$ cat config.mk
export PLATFORM = sky130hd
export DESIGN_NAME = alu_issue_stage
export DESIGN_NICKNAME = d
export VERILOG_FILES = /design/src/rtl/alu_pkg.sv /design/src/rtl/alu_stage_reg.sv /design/src/rtl/alu_issue_stage.sv
export SDC_FILE = /design/constraint.sdc
export NUM_CORES = 1
export LEC_CHECK = 0
export CAP_MARGIN = 20
export CORE_MARGIN = 3
export CORE_UTILIZATION = 47
export CTS_BUF_LIST = sky130_fd_sc_hd__clkbuf_8
export CTS_CLUSTER_SIZE = 14
export DETAILED_ROUTE_END_ITERATION = 10
export GPL_ROUTABILITY_DRIVEN = 0
export HOLD_SLACK_MARGIN = 0.1
export PLACE_DENSITY = 0.88
export SLEW_MARGIN = 20
export SYNTH_ARGS = -nofsm -noshare
export SYNTH_HDL_FRONTEND = slang
export SYNTH_SLANG_ARGS = --single-unit
export TNS_END_PERCENT = 10
$ cat constraint.sdc
create_clock -name clk -period 3.26 [get_ports clk]
set_input_delay 0.652 -clock clk [delete_from_list [all_inputs] [get_ports clk]]
set_output_delay 0.652 -clock clk [all_outputs]
set_load 0.1 [all_outputs]
$ cat src/rtl/alu_pkg.sv
// -----------------------------------------------------------------------------
// alu_pkg
// Shared definitions for the ALU issue/retire wrapper: default datapath
// width, the five supported function codes and a legality decode helper.
// -----------------------------------------------------------------------------
package alu_pkg;

  localparam int ALU_WIDTH = 32;

  localparam logic [5:0] FUNCT_AND = 6'b100100;
  localparam logic [5:0] FUNCT_OR  = 6'b100101;
  localparam logic [5:0] FUNCT_ADD = 6'b100000;
  localparam logic [5:0] FUNCT_SUB = 6'b100010;
  localparam logic [5:0] FUNCT_SLT = 6'b101010;

  // True when the ALU implements the given function code.
  function automatic logic funct_legal(input logic [5:0] funct);
    logic legal;
    legal = 1'b0;
    case (funct)
      FUNCT_AND, FUNCT_OR, FUNCT_ADD, FUNCT_SUB, FUNCT_SLT: legal = 1'b1;
      default:                                              legal = 1'b0;
    endcase
    return legal;
  endfunction

endpackage

$ cat src/rtl/alu_stage_reg.sv
// -----------------------------------------------------------------------------
// alu_stage_reg
// Generic one-entry valid/ready pipeline register (no skid buffer).
// Loads whenever it is empty or its content is leaving this cycle; the
// payload is held stable while out_valid && !out_ready.
//
// Ports:
//   clk, rst_n            clock, asynchronous active-low reset
//   in_valid / in_ready   upstream handshake (in_ready = !out_valid || out_ready)
//   in_data  [DW-1:0]     upstream payload
//   out_valid / out_ready downstream handshake
//   out_data [DW-1:0]     registered payload
// -----------------------------------------------------------------------------
module alu_stage_reg #(
  parameter int DW = 8
) (
  input  logic          clk,
  input  logic          rst_n,
  input  logic          in_valid,
  output logic          in_ready,
  input  logic [DW-1:0] in_data,
  output logic          out_valid,
  input  logic          out_ready,
  output logic [DW-1:0] out_data
);

  assign in_ready = !out_valid || out_ready;

  // NOTE: sequential state uses non-blocking (<=) so every register samples
  // pre-edge values, independent of the order the blocks are evaluated in.
  always_ff @(posedge clk or negedge rst_n) begin
    if (!rst_n) begin
      out_valid <= 1'b0;
      // NOTE: the payload is reset too (not just the valid bit) so outputs
      // read as zero after reset; a pure datapath reg could skip this.
      out_data  <= '0;
    end else if (in_valid && in_ready) begin
      out_valid <= 1'b1;
      out_data  <= in_data;
    end else if (out_ready) begin
      out_valid <= 1'b0;
    end
  end

endmodule

$ cat src/rtl/alu_issue_stage.sv
// -----------------------------------------------------------------------------
// alu_issue_stage
// Two-stage elastic wrapper around an external combinational ALU.
//   S1 (issue)  : registers funct/operands/tag from decode and drives the ALU.
//   S2 (retire) : captures the ALU result plus zero/illegal flags and tag.
// Sustains one op per cycle; keeps retired and illegal-op counters.
//
// Ports:
//   clk, rst_n                          clock, asynchronous active-low reset
//   in_valid/in_ready                   decode handshake
//   in_funct[5:0], in_a, in_b, in_tag   op from decode
//   alu_signal, alu_a, alu_b            S1 contents driven to the ALU
//   alu_result                          combinational ALU result
//   out_valid/out_ready                 writeback handshake
//   out_result, out_zero, out_illegal, out_tag   retired op
//   retired_cnt, illegal_cnt            wrapping handshake counters
// -----------------------------------------------------------------------------
module alu_issue_stage
  import alu_pkg::*;
#(
  parameter int WIDTH = ALU_WIDTH,
  parameter int TAG_W = 4,
  parameter int CNT_W = 16
) (
  input  logic             clk,
  input  logic             rst_n,
  input  logic             in_valid,
  output logic             in_ready,
  input  logic [5:0]       in_funct,
  input  logic [WIDTH-1:0] in_a,
  input  logic [WIDTH-1:0] in_b,
  input  logic [TAG_W-1:0] in_tag,
  output logic [5:0]       alu_signal,
  output logic [WIDTH-1:0] alu_a,
  output logic [WIDTH-1:0] alu_b,
  input  logic [WIDTH-1:0] alu_result,
  output logic             out_valid,
  input  logic             out_ready,
  output logic [WIDTH-1:0] out_result,
  output logic             out_zero,
  output logic             out_illegal,
  output logic [TAG_W-1:0] out_tag,
  output logic [CNT_W-1:0] retired_cnt,
  output logic [CNT_W-1:0] illegal_cnt
);

  localparam int PW = WIDTH + TAG_W + 2;

  // ---------------------------------------------------------------- S1 issue
  logic             s1_valid;
  logic [5:0]       s1_funct;
  logic [WIDTH-1:0] s1_a;
  logic [WIDTH-1:0] s1_b;
  logic [TAG_W-1:0] s1_tag;
  logic             s1_illegal;

  logic s2_ready;
  logic adv2;
  logic accept;

  assign adv2     = s1_valid && s2_ready;
  // Combinational from out_ready through s2_ready: a full S1 can still
  // accept when its op moves into S2 on the same edge.
  assign in_ready = !s1_valid || adv2;
  assign accept   = in_valid && in_ready;

  always_ff @(posedge clk or negedge rst_n) begin
    if (!rst_n) begin
      s1_valid   <= 1'b0;
      s1_funct   <= '0;
      s1_a       <= '0;
      s1_b       <= '0;
      s1_tag     <= '0;
      s1_illegal <= 1'b0;
    end else if (accept) begin
      s1_valid   <= 1'b1;
      s1_funct   <= in_funct;
      s1_a       <= in_a;
      s1_b       <= in_b;
      s1_tag     <= in_tag;
      s1_illegal <= !funct_legal(in_funct);
    end else if (adv2) begin
      s1_valid   <= 1'b0;
    end
  end

  // Operands only change on accept, so the ALU inputs hold while S1 is empty.
  assign alu_signal = s1_funct;
  assign alu_a      = s1_a;
  assign alu_b      = s1_b;

  // --------------------------------------------------------------- S2 retire
  // Illegal ops retire with a forced zero result whatever the ALU produced.
  logic [WIDTH-1:0] s2_result_d;
  logic [PW-1:0]    s2_in;
  logic [PW-1:0]    s2_out;

  assign s2_result_d = s1_illegal ? '0 : alu_result;
  assign s2_in       = {s1_illegal, (s2_result_d == '0), s1_tag, s2_result_d};

  alu_stage_reg #(
    .DW (PW)
  ) u_s2 (
    .clk       (clk),
    .rst_n     (rst_n),
    .in_valid  (s1_valid),
    .in_ready  (s2_ready),
    .in_data   (s2_in),
    .out_valid (out_valid),
    .out_ready (out_ready),
    .out_data  (s2_out)
  );

  assign {out_illegal, out_zero, out_tag, out_result} = s2_out;

  // ---------------------------------------------------------------- counters
  logic retire_hs;
  assign retire_hs = out_valid && out_ready;

  always_ff @(posedge clk or negedge rst_n) begin
    if (!rst_n) begin
      retired_cnt <= '0;
      illegal_cnt <= '0;
    end else if (retire_hs) begin
      retired_cnt <= retired_cnt + CNT_W'(1);
      if (out_illegal) begin
        illegal_cnt <= illegal_cnt + CNT_W'(1);
      end
    end
  end

endmodule

==> impl_metrics.py, run 1 <==
metrics = {
    "run_status": {
        "outcome": "finished, final reports clean",
    },
    "yosys": {
        "yosysTopAreaCell": "dfrtp_1",
        "netlist_area_sq_um": 5910,
        "synthTopCellsByArea": "dfrtp_1, mux2_2, nand2b_1",
        "synth_top_cell_area_share": 0.622,
        "avgSynthCellArea_sq_um": 13.1,
        "synthesis.nets": 562,
        "ys_types": 33,
        "ys_warn_count": 0,
        "seq_area_frac_synth": 0.622,
        "synth_seq_cells": 147,
        "synthCells": 450,
    },
    "floorplan": {
        "dieArea_sq_um": 14000,
        "die_h_microns": 118,
        "start_util": 0.486,
        "die_x_microns": 118,
        "num_io_pins": 252,
        "num_rows": 40,
        "design.core.area_sq_um": 12200,
    },
    "cells_and_area": {
        "num-nets-final": 817,
        "final_common_cell": "dfrtp_1",
        "area_delta_synth_final_pct": 46.4,
        "finalInstanceArea_sq_um": 8650,
        "fin_cells": 886,
        "final_cell_mix": "dfrtp_1, buf_4, clkdlybuf4s50_1, mux2_2, nand2_1",
        "drive_above_1_share": 0.375,
        "fillCellCount": 849,
        "antenna_cells": 0,
    },
    "global_routing": {
        "grt_pass1_wl_microns": 24800,
        "grt_max_degree": 83,
        "grt_overflow_total": 0,
        "antenna_found_initial": 0,
        "grt_usage": 0.224,
        "grt_pass1_vias": 4734,
    },
    "clocking": {
        "holdBufCountCts": 0,
        "cts_tree": "done",
        "cts-resized-gates": 0,
        "h-tree-depth": 4,
        "clk_pin_slew_ns": 0.08,
        "clkLatencyLatePin_ns": 0.44,
        "cts_buffers": 17,
        "cts_sinks": 147,
        "cts_setup_buffers": 0,
        "clockBufferDepth": 2,
        "root_buffer": "clkbuf_8",
    },
    "sta": {
        "rsz0062_at_grt": "no",
        "max-slew-margin-rel": 0.426,
        "min_period_over_period": 0.741,
        "slew_viol_final": 0,
        "timing.final.ws_setup_ns": 0.844,
        "worstMarginPinSlew_ns": 0.860,
        "skew_ns": 0.0142,
        "post-route-min-period_ns": 2.42,
        "hold_violations": 0,
        "setup_viol": 0,
        "max_clock_freq_mhz": 414,
        "tns_ns": 0,
    },
    "detailed_routing": {
        "drtIter0Drc": 310,
        "vias_per_cell": 4.96,
        "first_pass_iters": 4,
        "drtAntennaViolNets": 0,
        "dr_total_vias": 4398,
        "finalWirelength_microns": 15200,
        "drc": 0,
        "wl_per_cell_microns": 17.1,
    },
    "power": {
        "total_power_mw": 6.97,
        "leakagePower_nw": 3.93,
        "vdd_ir_drop_max_mv": 0.564,
        "power_density_nw_per_um2": 806,
    },
    "setup_path": {
        "cp-start-kind": "primary input",
        "cpPeakStageDelay_ns": 0.54,
        "worst_path_dominant_cell_family": "buffers and inverters",
        "critical_path_class": "in2out",
        "arrival_ns": 1.76,
        "reg2reg_to": "alu_b[16]$_DFFE_PN0P_",
        "rr_worst_depth": 4,
        "critPathCaptureType": "output pin",
        "worst-path-max-fanout": 5,
        "r2r_setup_slack_ns": 1.41,
        "path_cells": "clkdlybuf4s50_1 -> nand3b_1 -> buf_4",
        "cp.required_ns": 2.61,
        "path_buf_inv": 2,
        "worstReg2RegStart": "u_s2.out_valid$_DFFE_PN0P_",
        "crit_path_top_delay_cell": "clkdlybuf4s50_1",
    },
    "place": {
        "placed_area_sq_um": 8230,
        "placed_cells": 854,
        "dpl.hpwl_microns": 11400,
        "portBuffers": 251,
        "dpl_worst_slack_ns": 0.611,
    },
    "min_path": {
        "hold_class": "in2async",
    },
    "run": {
        "maxCapViolations": 0,
    },
}
registers in the layout, summed over array words and instances (netlist names):
register        flops
s1_valid            1
alu_a              32
retired_cnt        16
alu_signal          6
illegal_cnt        16
alu_b              32
s1_illegal          1
s1_tag              4
u_s2.out_data      38
u_s2.out_valid      1
worst max-delay path by stage:
| stage | from | endpoint | cells after the start |
|---|---|---|---|
| finish | out_ready | in_ready | 3 |
| global route | out_ready | in_ready | 3 |
| CTS | out_ready | in_ready | 3 |
| detailed placement | out_ready | alu_b[16]$_DFFE_PN0P_ | 5 |
| global placement | out_ready | alu_b[1]$_DFFE_PN0P_ | 5 |
| floorplan | u_s2.out_valid$_DFFE_PN0P_ | alu_b[0]$_DFFE_PN0P_ | 5 |
cells in the mapped netlist:
master    number
or4_4          1
and4_1         4
nand2b_1      34
xor2_1         8
nand3b_1       1
clkbuf_1       6
nand3_2        1
buf_4          1
o21ai_0       33
or2_2          1
nor2_2         1
nand4_2        1
nand2_1       50
or2b_1         1
nor3_1         1
nor4b_1        1
clkbuf_2       1
nand3_1        8
dfrtp_1      147
mux2_2        82
and3_1         3
nor4_1        10
xnor2_1       22
buf_6          4
o21bai_1       1
ha_1           2
nand4_1        8
nor2_1         4
buf_2          8
and3_2         1
and2_1         2
inv_1          1
nor2b_1        1
cell type report:
class / instances / area, sq um / share of cell area
well taps: 168 / 210 / 0.0243
clock inverters: 13 / 159 / 0.0184
multi-input cells: 282 / 2120 / 0.245
repair buffers: 256 / 2220 / 0.257
inverters: 1 / 3.75 / 0.000434
flip-flops and latches: 147 / 3680 / 0.425
clock buffers: 19 / 262 / 0.0302
kinds of logic after synthesis:
| kind of cell | share of synthesized area |
|---|---|
| AO/OA/AOI/OAI | 0.0292 |
| XOR/XNOR | 0.0445 |
| multiplexers | 0.156 |
| buffers and inverters | 0.0210 |
| flip-flops | 0.622 |
| AND/OR/NAND/NOR | 0.122 |
| adder cells (fa/ha/maj) | 0.00423 |
through the flow:
stage	hold slack (ns)	util
after floorplan	0.356	-
after global placement	0.463	0.677
after detailed placement	0.464	0.677
after CTS	0.260	0.711
after global routing	0.276	0.711
final	0.243	0.711
power breakdown:
part	leakage (nW)	switching, mW	internal [mW]
registers	1.81	0.236	2.11
logic	1.91	2.44	0.712
clock network	0.213	0.684	0.797
total	3.93	3.36	3.61
per-layer routing:
metal,routed length (microns),up-vias,GRT usage
met3,1410,23,0.0880
met1,5820,2141,0.256
met2,7600,177,0.377
met4,347,0,0.0894
met5,0,-,0
li1,-,2057,-
(Power assumes the default switching activity.)
==> run 2: changes to the inputs <==
--- a/config.mk
+++ b/config.mk
@@ -7,13 +7,13 @@
 export LEC_CHECK = 0
 export CAP_MARGIN = 20
 export CORE_MARGIN = 3
-export CORE_UTILIZATION = 47
+export CORE_UTILIZATION = 44
 export CTS_BUF_LIST = sky130_fd_sc_hd__clkbuf_8
 export CTS_CLUSTER_SIZE = 14
 export DETAILED_ROUTE_END_ITERATION = 10
 export GPL_ROUTABILITY_DRIVEN = 0
 export HOLD_SLACK_MARGIN = 0.1
-export PLACE_DENSITY = 0.88
+export PLACE_DENSITY = 0.83
 export SLEW_MARGIN = 20
 export SYNTH_ARGS = -nofsm -noshare
 export SYNTH_HDL_FRONTEND = slang
==> constraint.sdc (replaced) <==
create_clock -name clk -period 2.25 [get_ports clk]
set_input_delay 0.45 -clock clk [delete_from_list [all_inputs] [get_ports clk]]
set_output_delay 0.45 -clock clk [all_outputs]
set_load 0.1 [all_outputs]
==> impl_metrics.py, run 2 (synthesis gave the netlist of run 1 again) <==
metrics = {
    "detailed_routing": {
        "drtAntennaViolNets": 0,
        "vias_per_cell": 4.93,
        "first_pass_iters": 4,
        "drtIter0Drc": 148,
        "finalWirelength_microns": 15100,
        "dr_total_vias": 4440,
        "drc": 0,
        "wl_per_cell_microns": 16.8,
    },
    "cells_and_area": {
        "drive_above_1_share": 0.383,
        "final_common_cell": "buf_4",
        "fin_cells": 901,
        "largest_reg_flops": 38,
        "num-nets-final": 828,
        "fillCellCount": 924,
        "final_cell_mix": "buf_4, dfrtp_1, clkdlybuf4s50_1, mux2_2, nand2_1",
        "antenna_cells": 0,
        "largest-register": "u_s2.out_data",
        "area_delta_synth_final_pct": 48.8,
    },
    "sta": {
        "max-slew-margin-rel": 0.593,
        "min_period_over_period": 0.890,
        "timing.final.ws_setup_ns": 0.247,
        "slew_viol_final": 0,
        "max_clock_freq_mhz": 499,
        "post-route-min-period_ns": 2.00,
        "setup_viol": 0,
        "skew_ns": 0.00903,
        "worstMarginPinSlew_ns": 0.611,
        "hold_violations": 0,
        "tns_ns": 0,
        "rsz0062_at_grt": "no",
    },
    "floorplan": {
        "die_x_microns": 122,
        "die_h_microns": 122,
        "dieArea_sq_um": 14900,
        "design.core.area_sq_um": 12900,
        "num_rows": 41,
        "num_io_pins": 252,
        "start_util": 0.459,
    },
    "setup_path": {
        "critical_path_class": "in2out",
        "worst-path-max-fanout": 5,
        "cp-start-kind": "primary input",
        "critPathCaptureType": "output pin",
        "cp.required_ns": 1.80,
        "worstReg2RegStart": "retired_cnt[0]$_DFFE_PN0N_",
        "startpoint": "out_ready",
        "worst_path_dominant_cell_family": "buffers and inverters",
        "crit_path_top_delay_cell": "clkdlybuf4s50_1",
        "path_cells": "clkdlybuf4s50_1 -> nand3b_1 -> buf_4 -> buf_12",
        "arrival_ns": 1.55,
        "path_buf_inv": 3,
        "cpPeakStageDelay_ns": 0.49,
    },
    "global_routing": {
        "grt_util_met2": 0.343,
        "grt.met3_usage": 0.0854,
        "top_usage_layer": "met2",
        "grt_overflow_total": 0,
        "grt_max_degree": 61,
        "grtUsageMet1": 0.240,
        "grt_usage": 0.208,
        "grt_pass1_vias": 4786,
        "antenna_found_initial": 0,
        "grt_pass1_wl_microns": 24000,
    },
    "clocking": {
        "clockBufferDepth": 2,
        "clkLatencyLatePin_ns": 0.43,
        "h-tree-depth": 4,
        "holdBufCountCts": 1,
        "cts_sinks": 147,
        "root_buffer": "clkbuf_8",
        "cts_tree": "done",
        "clk_pin_slew_ns": 0.07,
        "cts-resized-gates": 0,
        "cts_buffers": 17,
        "cts_setup_buffers": 0,
    },
    "min_path": {
        "hold_class": "reg2reg",
        "hp-start": "illegal_cnt[15]$_DFFE_PN0P_",
    },
    "place": {
        "placed_cells": 868,
        "dpl.hpwl_microns": 11600,
        "dpl_worst_slack_ns": 0.140,
        "portBuffers": 251,
    },
    "power": {
        "leakagePower_nw": 4.01,
        "vdd_ir_drop_max_mv": 0.720,
        "power_density_nw_per_um2": 1160,
        "total_power_mw": 10.2,
    },
    "run_status": {
        "outcome": "finished, final reports clean",
    },
    "run": {
        "maxCapViolations": 0,
    },
}
-- run 2: cell types whose count changed in the layout (fill, tap and decap cells not counted) --
cell / delta
buf_4: +8
bufinv_16: +1
clkinv_4: -3
inv_1: +1
clkbuf_8: +2
dfrtp_1: -1
buf_12: +2
inv_6: -1
dfrtp_4: +1
dlygate4sd3_1: +1
-- run 2: final cells by class --
type / count / area [sq um] / share of cell area
sequential: 147 / 3680 / 0.419
timing repair buffer: 267 / 2330 / 0.265
tap: 172 / 215 / 0.0245
clock inverter: 11 / 158 / 0.0179
multi-input combinational: 282 / 2120 / 0.241
inverter: 1 / 3.75 / 0.000427
clock buffer: 21 / 289 / 0.0329
-- run 2: stage by stage --
step,hold slack (ns),instance area [sq um],utilization
after floorplan,0.154,5920,-
after global placement,0.454,8340,0.648
after detailed placement,0.463,8340,0.648
after CTS,0.480,8800,0.683
after global routing,0.508,8800,0.683
final,0.480,8800,0.683
-- run 2: metal layers --
metal	routed length, microns	vias up
met2	7530	189
met1	5820	2142
met4	344	0
met3	1430	28
li1	-	2081
met5	0	-
-- run 2: power by group --
group | leakage [nW] | switching, mW | internal [mW]
clock network | 0.230 | 0.949 | 1.31
registers | 1.81 | 0.333 | 3.05
logic | 1.97 | 3.54 | 1.06
total | 4.01 | 4.82 | 5.42
-- run 2: path summary, 6_finish.rpt --
| path | slack, ns | to | depth (start not counted) |
|---|---|---|---|
| setup reg to reg | 0.71 | retired_cnt[12]$_DFFE_PN0N_ | 6 |
| hold / removal | 0.48 | illegal_cnt[15]$_DFFE_PN0P_ | 1 |
| min in group asynchronous | 0.55 | illegal_cnt[8]$_DFFE_PN0P_ | 2 |
| hold reg to reg | 0.48 | illegal_cnt[15]$_DFFE_PN0P_ | 1 |
| setup / recovery | 0.25 | in_ready | 4 |
| max in group asynchronous | 0.97 | u_s2.out_data[1]$_DFFE_PN0P_ | 3 |
==> run 3: changes to the inputs <==
==> constraint.sdc (replaced) <==
create_clock -name clk -period 2.3 [get_ports clk]
set_input_delay 0.46 -clock clk [delete_from_list [all_inputs] [get_ports clk]]
set_output_delay 0.46 -clock clk [all_outputs]
set_load 0.1 [all_outputs]
==> impl_metrics.py, run 3 (synthesis gave the netlist of run 1 again) <==
metrics = {
    "floorplan": {
        "start_util": 0.459,
        "num_rows": 41,
        "die_h_microns": 122,
        "design.core.area_sq_um": 12900,
        "num_io_pins": 252,
        "die_x_microns": 122,
        "dieArea_sq_um": 14900,
    },
    "cells_and_area": {
        "final_common_cell": "buf_4",
        "num-nets-final": 824,
        "area_delta_synth_final_pct": 48.4,
        "fin_cells": 896,
        "drive_above_1_share": 0.377,
        "largest-register": "u_s2.out_data",
        "antenna_cells": 0,
        "largest_reg_flops": 38,
        "final_cell_mix": "buf_4, dfrtp_1, clkdlybuf4s50_1, mux2_2, nand2_1",
    },
    "sta": {
        "hold_violations": 0,
        "timing.final.ws_setup_ns": 0.309,
        "max_clock_freq_mhz": 502,
        "min_period_over_period": 0.866,
        "setup_viol": 0,
        "skew_ns": 0.00777,
        "rsz0062_at_grt": "no",
        "post-route-min-period_ns": 1.99,
        "slew_viol_final": 0,
        "worstMarginPinSlew_ns": 0.860,
        "max-slew-margin-rel": 0.427,
    },
    "power": {
        "power_density_nw_per_um2": 1130,
        "leakagePower_nw": 4.00,
        "vdd_ir_drop_max_mv": 0.767,
        "total_power_mw": 9.94,
    },
    "global_routing": {
        "grt_pass1_wl_microns": 23500,
        "grt_overflow_total": 0,
        "grt_usage": 0.205,
        "antenna_found_initial": 0,
        "grt_pass1_vias": 4671,
        "grt_max_degree": 59,
    },
    "min_path": {
        "hp-start": "illegal_cnt[15]$_DFFE_PN0P_",
        "hold_path_end": "illegal_cnt[15]$_DFFE_PN0P_",
        "hold_class": "reg2reg",
        "min_path_cells": 1,
    },
    "clocking": {
        "root_buffer": "clkbuf_8",
        "cts_sinks": 147,
        "clkLatencyLatePin_ns": 0.44,
        "clk_pin_slew_ns": 0.07,
        "clockBufferDepth": 2,
        "cts-resized-gates": 0,
        "h-tree-depth": 4,
        "cts_tree": "done",
        "cts_buffers": 17,
    },
    "setup_path": {
        "arrival_ns": 1.53,
        "critPathCaptureType": "output pin",
        "rr_worst_depth": 6,
        "reg2reg_to": "retired_cnt[12]$_DFFE_PN0N_",
        "critical_path_class": "in2out",
        "cp.required_ns": 1.84,
        "worst-path-max-fanout": 5,
        "r2r_setup_slack_ns": 0.73,
        "cp-start-kind": "primary input",
        "worstReg2RegStart": "retired_cnt[0]$_DFFE_PN0N_",
    },
    "detailed_routing": {
        "drtIter0Drc": 270,
        "drc": 0,
        "drtAntennaViolNets": 0,
        "wl_per_cell_microns": 16.6,
        "finalWirelength_microns": 14900,
        "first_pass_iters": 4,
        "dr_total_vias": 4418,
        "vias_per_cell": 4.93,
    },
    "place": {
        "dpl.hpwl_microns": 11200,
        "dpl_worst_slack_ns": 0.148,
        "portBuffers": 251,
        "placed_cells": 864,
    },
    "run_status": {
        "outcome": "finished, final reports clean",
    },
    "run": {
        "maxCapViolations": 0,
    },
}
## run 3: changes by cell type in the layout (fill, tap and decap cells not counted), sizes merged
cell and change:
clkbuf -2, buf -4, inv +1
## run 3: layout make-up
class	count	area, sq um
repair buffers	263	2330
clock inverters	12	165
fillers	943	4110
flip-flops and latches	147	3680
multi-input cells	282	2120
clock buffers	19	262
well taps	172	215
inverters	1	3.75
## run 3: critical path, cell delays in order
cell and delay, ns:
clkdlybuf4s50_1 0.47, nand3b_1 0.25, buf_4 0.18, buf_12 0.16
## run 3: report_power, final
group	internal [mW]	total, mW	switching (mW)
sequential	2.99	3.32	0.334
combinational	1.03	4.48	3.45
clock	1.22	2.14	0.920
total	5.24	9.94	4.71
## run 3: worst max-delay path by stage
stage | from | end | slack [ns] | cells past startpoint
after floorplan | u_s2.out_valid$_DFFE_PN0P_ | alu_b[0]$_DFFE_PN0P_ | -0.26 | 5
after global placement | out_ready | alu_a[6]$_DFFE_PN0P_ | 0.19 | 5
after detailed placement | out_ready | alu_a[1]$_DFFE_PN0P_ | 0.15 | 5
after CTS | out_ready | in_ready | 0.31 | 4
after global routing | out_ready | in_ready | 0.26 | 4
final | out_ready | in_ready | 0.31 | 4
## run 3: through the flow
| stage | setup TNS (ns) | util | hold slack [ns] | cell area, sq um |
|---|---|---|---|---|
| finish | 0 | 0.681 | 0.475 | 8770 |
| global route | 0 | 0.681 | 0.509 | 8770 |
| CTS | 0 | 0.681 | 0.479 | 8770 |
| detailed placement | 0 | 0.647 | 0.465 | 8330 |
| global placement | 0 | 0.647 | 0.462 | 8330 |
| floorplan | -17.00 | - | 0.164 | 5920 |
## run 3: what timing repair did
item	4_1_cts	5_1_grt
hold buffers	1	0
endpoints found under the hold margin	56	0
buffers inserted	0	0
## run 3: routing by layer
metal  wire, microns  vias to the layer above  track usage  share of wire
li1                -                     2062            -              -
met1            5780                     2146        0.236           0.39
met2            7560                      190        0.349           0.51
met3            1300                       20       0.0761          0.087
met4             225                        0       0.0742          0.015
met5               0                        -            0              0
